==> src/rtl/mem_arbiter_pkg.sv <==
// Shared definitions for the two-port memory transaction arbiter.
package mem_arbiter_pkg;

   // Owner state: who currently has a transaction in flight on the bus.
   typedef enum logic [1:0] {
      ST_IDLE = 2'd0,
      ST_OWN0 = 2'd1,
      ST_OWN1 = 2'd2
   } owner_e;

   // One-hot grant values seen on the grant output.
   localparam logic [1:0] GRANT_NONE = 2'b00;
   localparam logic [1:0] GRANT_P0   = 2'b01;
   localparam logic [1:0] GRANT_P1   = 2'b10;

   // Consecutive contested port-0 grants tolerated before port 1 is forced.
   localparam int STARVE_LIMIT_DEFAULT = 3;
   localparam int STARVE_CNT_W         = 4;

   // Owner state that corresponds to a requester index.
   function automatic owner_e own_state(input int port);
      return (port == 0) ? ST_OWN0 : ST_OWN1;
   endfunction

endpackage

==> src/rtl/mem_arb_starve.sv <==
// Starvation guard for port 1: counts port-0 grants that were won while
// port 1 was waiting, and raises o_force once the limit is reached.
module mem_arb_starve
   import mem_arbiter_pkg::*;
#(
   parameter int STARVE_LIMIT = STARVE_LIMIT_DEFAULT   // legal 1..15
)(
   input  logic clk,
   input  logic rst_n,
   input  logic i_inc,     // contested, unlocked port-0 grant this cycle
   input  logic i_clr,     // port-1 grant this cycle
   output logic o_force    // port 1 must win the next unlocked arbitration
);

   localparam logic [STARVE_CNT_W-1:0] LIMIT = STARVE_CNT_W'(STARVE_LIMIT);

   logic [STARVE_CNT_W-1:0] r_count;

   // Saturating counter; a port-1 grant always wins over an increment.
   always_ff @(posedge clk or negedge rst_n) begin
      if (!rst_n) begin
         r_count <= '0;
      end else if (i_clr) begin
         r_count <= '0;
      end else if (i_inc && (r_count < LIMIT)) begin
         r_count <= r_count + 1'b1;
      end
   end

   assign o_force = (r_count == LIMIT);

endmodule

==> src/rtl/mem_arbiter.sv <==
// Two-requester arbiter in front of the bus interface transaction port.
// Port 0 (CPU) has fixed priority, port 1 (debug/DMA) is protected from
// starvation, and p0_lock keeps port-0 read-modify-write sequences atomic.
module mem_arbiter
   import mem_arbiter_pkg::*;
#(
   parameter int STARVE_LIMIT = STARVE_LIMIT_DEFAULT
)(
   input  logic        clk,
   input  logic        rst_n,
   // port 0: CPU core
   input  logic        p0_read,
   input  logic        p0_write,
   input  logic [15:0] p0_addr,
   input  logic        p0_io,
   input  logic [7:0]  p0_wdata,
   input  logic        p0_lock,
   output logic [7:0]  p0_rdata,
   output logic        p0_done,
   // port 1: debug/DMA host
   input  logic        p1_read,
   input  logic        p1_write,
   input  logic [15:0] p1_addr,
   input  logic        p1_io,
   input  logic [7:0]  p1_wdata,
   output logic [7:0]  p1_rdata,
   output logic        p1_done,
   // bus interface transaction port
   output logic        memory_read,
   output logic        memory_write,
   output logic [15:0] memory_addr,
   output logic        memory_io,
   output logic [7:0]  memory_wdata,
   input  logic [7:0]  memory_rdata,
   input  logic        memory_done,
   output logic [1:0]  grant
);

   // Per-port views of the requester signals, indexed by port number.
   logic [1:0]  w_rd;
   logic [1:0]  w_wr;
   logic [1:0]  w_io;
   logic [15:0] w_addr [2];
   logic [7:0]  w_wdata [2];
   logic [1:0]  w_req;
   logic [1:0]  w_done;
   logic [7:0]  w_rdata_out [2];
   logic [7:0]  r_rdata [2];

   owner_e      r_state;
   logic [1:0]  r_grant;
   logic        r_mem_read;
   logic        r_mem_write;
   logic [15:0] r_mem_addr;
   logic        r_mem_io;
   logic [7:0]  r_mem_wdata;

   logic        w_arb;
   logic        w_force;
   logic        w_pick0;
   logic        w_pick1;
   logic        w_sel;
   logic        w_own;
   logic        w_inc;

   assign w_rd       = {p1_read,  p0_read};
   assign w_wr       = {p1_write, p0_write};
   assign w_io       = {p1_io,    p0_io};
   assign w_addr[0]  = p0_addr;
   assign w_addr[1]  = p1_addr;
   assign w_wdata[0] = p0_wdata;
   assign w_wdata[1] = p1_wdata;

   generate
      for (genvar gi = 0; gi < 2; gi++) begin : g_port
         localparam owner_e OWN_ST = own_state(gi);

         assign w_req[gi]  = w_rd[gi] | w_wr[gi];
         // Completion is only forwarded to the port that owns the bus.
         assign w_done[gi] = (r_state == OWN_ST) && memory_done;

         // Hold the last read data for this port after its completion.
         always_ff @(posedge clk or negedge rst_n) begin
            if (!rst_n) begin
               r_rdata[gi] <= '0;
            end else if (w_done[gi]) begin
               r_rdata[gi] <= memory_rdata;
            end
         end

         // Bypass so read data is already valid in the done cycle.
         assign w_rdata_out[gi] = w_done[gi] ? memory_rdata : r_rdata[gi];
      end
   endgenerate

   // Arbitration happens only in IDLE. Lock makes port 0 the only candidate;
   // otherwise port 1 wins when port 0 is quiet or the starve guard fires.
   assign w_arb   = (r_state == ST_IDLE);
   assign w_pick1 = w_arb && !p0_lock && w_req[1] && (!w_req[0] || w_force);
   assign w_pick0 = w_arb && w_req[0] && !w_pick1;
   assign w_sel   = w_pick1;
   assign w_own   = (r_state == ST_OWN1);

   // Only unlocked port-0 wins over a waiting port 1 count toward starvation.
   assign w_inc   = w_pick0 && w_req[1] && !p0_lock;

   mem_arb_starve #(
      .STARVE_LIMIT (STARVE_LIMIT)
   ) u_starve (
      .clk     (clk),
      .rst_n   (rst_n),
      .i_inc   (w_inc),
      .i_clr   (w_pick1),
      .o_force (w_force)
   );

   // Owner FSM with registered bus outputs; a done cycle always returns to
   // IDLE so requests seen during it wait for the next IDLE cycle.
   always_ff @(posedge clk or negedge rst_n) begin
      if (!rst_n) begin
         r_state     <= ST_IDLE;
         r_grant     <= GRANT_NONE;
         r_mem_read  <= 1'b0;
         r_mem_write <= 1'b0;
         r_mem_addr  <= '0;
         r_mem_io    <= 1'b0;
         r_mem_wdata <= '0;
      end else begin
         case (r_state)
            ST_IDLE: begin
               if (w_pick0 || w_pick1) begin
                  r_state     <= w_sel ? ST_OWN1 : ST_OWN0;
                  r_grant     <= w_sel ? GRANT_P1 : GRANT_P0;
                  // Read takes precedence when both strobes are raised.
                  r_mem_read  <= w_rd[w_sel];
                  r_mem_write <= w_wr[w_sel] && !w_rd[w_sel];
                  r_mem_addr  <= w_addr[w_sel];
                  r_mem_io    <= w_io[w_sel];
                  r_mem_wdata <= w_wdata[w_sel];
               end
            end
            ST_OWN0, ST_OWN1: begin
               r_mem_addr  <= w_addr[w_own];
               r_mem_io    <= w_io[w_own];
               r_mem_wdata <= w_wdata[w_own];
               if (memory_done) begin
                  r_state     <= ST_IDLE;
                  r_grant     <= GRANT_NONE;
                  r_mem_read  <= 1'b0;
                  r_mem_write <= 1'b0;
               end
            end
            default: begin
               r_state     <= ST_IDLE;
               r_grant     <= GRANT_NONE;
               r_mem_read  <= 1'b0;
               r_mem_write <= 1'b0;
            end
         endcase
      end
   end

   assign memory_read  = r_mem_read;
   assign memory_write = r_mem_write;
   assign memory_addr  = r_mem_addr;
   assign memory_io    = r_mem_io;
   assign memory_wdata = r_mem_wdata;
   assign grant        = r_grant;

   assign p0_done  = w_done[0];
   assign p1_done  = w_done[1];
   assign p0_rdata = w_rdata_out[0];
   assign p1_rdata = w_rdata_out[1];

   // Sanity properties on the outputs.
   a_done_exclusive : assert property (@(posedge clk) disable iff (!rst_n)
      !(p0_done && p1_done));
   a_grant_onehot : assert property (@(posedge clk) disable iff (!rst_n)
      (grant != 2'b11));

endmodule

==> config.mk <==
export PLATFORM = sky130hd
export DESIGN_NAME = mem_arbiter
export DESIGN_NICKNAME = d
export VERILOG_FILES = /design/src/rtl/mem_arbiter_pkg.sv /design/src/rtl/mem_arb_starve.sv /design/src/rtl/mem_arbiter.sv
export SDC_FILE = /design/constraint.sdc
export NUM_CORES = 1
export LEC_CHECK = 0
export BUFFER_PORTS_ARGS = -buffer_cell sky130_fd_sc_hd__buf_2
export CAP_MARGIN = 20
export CORE_MARGIN = 3
export CORE_UTILIZATION = 55
export CTS_BUF_LIST = sky130_fd_sc_hd__clkbuf_8
export DETAILED_ROUTE_END_ITERATION = 10
export PLACE_DENSITY = 0.93
export SLEW_MARGIN = 30
export SYNTH_ARGS = -nofsm -noshare
export SYNTH_HDL_FRONTEND = slang
export SYNTH_HIERARCHICAL = 1
export SYNTH_SLANG_ARGS = --single-unit
==> constraint.sdc <==
create_clock -name clk -period 2.9 [get_ports clk]
set_clock_uncertainty 0.1 [all_clocks]
set_input_delay 0.145 -clock clk [delete_from_list [all_inputs] [get_ports clk]]
set_output_delay 0.145 -clock clk [all_outputs]
set_load 0.05 [all_outputs]
==> impl_metrics.env <==
export IMPL_status="finished clean"
export IMPL_worstSetupPathType="flip-flop to primary output"
export IMPL_setup_violations=0
export IMPL_row_count=26
export IMPL_finalHoldViolCount=0
export IMPL_total_power_mw=4.91
export IMPL_layout_drive_gt1_share=0.386
export IMPL_postSynthCellCount=277
export IMPL_synth_area_leaders="dfrtp_1 (40%), mux2i_1 (17%), nand2b_1 (11%)"
export IMPL_critical_path_endpoint_type="primary output"
export IMPL_leakage_nw=1.87
export IMPL_whs_path_depth=2
export IMPL_vias=2606
export IMPL_dr_pass1_iters=6
export IMPL_fin_nets=458
export IMPL_ys_seq_area_frac=0.398
export IMPL_worstMarginPinSlew_ps=621
export IMPL_grt_pass1_wl_um=12000
export IMPL_synth_area_um2=3080
export IMPL_dieHeight_um=80.9
export IMPL_track_usage=0.233
export IMPL_portBuffers=112
export IMPL_die_w_um=80.9
export IMPL_ctsResizeCount=0
export IMPL_slew_viol_final=0
export IMPL_drt_initial_drc_count=103
export IMPL_ys_ff_latch=49
export IMPL_min_path_type="input pin to flip-flop"
export IMPL_grt_start_max_net_pins=50
export IMPL_drv_cap=0
export IMPL_ant_nets=0
export IMPL_die_area_um2=6540
export IMPL_cts_hold_buf=8
export IMPL_final_common_cell="buf_2"
export IMPL_crit_path_start_kind="flip-flop"
export IMPL_cts_tree="yes"
export IMPL_relSlewSlack=0.585
export IMPL_routed_via_density=5.68
export IMPL_cts_root_buf="clkbuf_8"
export IMPL_clk_pin_slew_ps=90
export IMPL_grt_setup_unrepaired="false"
export IMPL_finalCritPeriodShare=0.848
export IMPL_peakVddDrop_mv=0.937
export IMPL_numCtsBuffers=5
export IMPL_synth_top_area_frac=0.398
export IMPL_ys_warn_count=6
export IMPL_yosysUniqueCellTypes=29
export IMPL_avgSynthCellArea_um2=11.1
export IMPL_finalCriticalPeriod_ps=2460
export IMPL_antenna_cells=0
export IMPL_required_ps=2650
export IMPL_synth_nets=347
export IMPL_wl_per_cell_um=16.1
export IMPL_cts_htree_levels=2
export IMPL_cts_sinks=49
export IMPL_tns_ps=0
export IMPL_crit_fanout=12
export IMPL_grt_overflow_total=0
export IMPL_first_global_vias=2624
export IMPL_mostFrequentLayoutCells="buf_2 (111), nand2b_1 (54), mux2i_1 (53), dfrtp_1 (49), a21oi_1 (26)"
export IMPL_core_area_um2=5270
export IMPL_reg2reg_depth=8
export IMPL_post_cts_buffers=0
export IMPL_routed_wl_um=7390
export IMPL_dp_hpwl_um=5250
export IMPL_area_growth_syn_to_layout_pct=24.1
export IMPL_route_detailed_drc=0
export IMPL_antenna_found_initial=0
export IMPL_gp_congestion=0.718
export IMPL_fin_util=0.726
export IMPL_fmax_mhz=406
export IMPL_power_density_nw_per_um2=1280
export IMPL_worstPathArrival_ps=2220
export IMPL_clk_latency_ps=310
export IMPL_synth_area_leader_cell="dfrtp_1"
export IMPL_ios=113
export IMPL_start_util=0.585
export IMPL_clock_path_buffers=2
[state kept, by name (all words and copies together) (netlist names)]
| register | cells |
|---|---|
| memory_addr | 16 |
| r_rdata | 16 |
| memory_read | 1 |
| memory_write | 1 |
| grant | 2 |
| memory_io | 1 |
| u_starve/r_count | 4 |
| memory_wdata | 8 |
[where the power goes]
part / internal (mW) / switching [mW]
Combinational: 1.19 / 2.14
Clock: 0.172 / 0.239
Sequential: 1.01 / 0.163
[worst max-delay path: stages, from the launching register on]
cell and delay (ps):
dfrtp_1 430, inv_1 100, ha_2 430, nand2_1 350, mux2_2 380, buf_2 210
[cell families after synthesis]
group,count (synthesis),synth area share
compound gates,57,0.143
fa+ha+maj,4,0.0162
buf+inv,27,0.0605
flops,49,0.398
mux,70,0.234
simple gates,70,0.148
[cell type report]
cell class	count	area, um2
Timing Repair Buffer	126	716
Inverter	5	18.8
Multi-Input combinational cell	201	1690
Clock inverter	3	22.5
Tap cell	70	87.6
Clock buffer	5	68.8
Fill cell	406	1450
Sequential cell	49	1230
[per-stage QoR]
step | hold slack [ps] | area [um2] | instances | worst slack, ps
floorplan | -251 | 3080 | 277 | 569
global route | 2.88 | 3820 | 459 | 280
finish | 11.0 | 3820 | 459 | 440
global placement | 296 | 3620 | 441 | 365
CTS | 1.72 | 3820 | 459 | 387
detailed placement | 98.9 | 3650 | 443 | 471
[per-layer routing]
layer  part of all wire  vias up  global-route usage
li1                   -     1228                   -
met1               0.40     1255               0.271
met2               0.50      112               0.419
met3              0.090       11              0.0654
met4              0.012        0              0.0642
met5                  0        -                   0
[final timing paths]
check | from | endpoint | slack (ps)
max in group asynchronous | rst_n | memory_write | 2000
worst max register to register | u_starve/r_count[0] | u_starve/r_count[0] | 450
worst min-delay path | memory_rdata[5] | r_rdata[5] | 10
worst max-delay path | grant[0] | p1_rdata[6] | 440
worst min register to register | memory_read | memory_read | 380
min in group asynchronous | rst_n | memory_addr[12] | 290
[synth_stat cells]
library cell,n
dfrtp_1,49
nor2_4,1
mux2_2,16
o21ai_0,1
nand2_1,2
a21oi_1,26
and3b_2,1
buf_2,9
buf_12,2
nand3b_1,1
and3b_1,1
nor4b_4,1
nand2b_1,54
mux2i_1,53
o32a_1,25
mux2_1,1
o211ai_2,1
nor3b_1,1
a22o_1,2
inv_1,5
and2_1,1
o21ba_4,1
nor2b_1,4
buf_6,4
buf_4,3
o2bb2ai_1,1
ha_1,4
nor2_1,3
clkbuf_1,4
(Power assumes the default switching activity.)
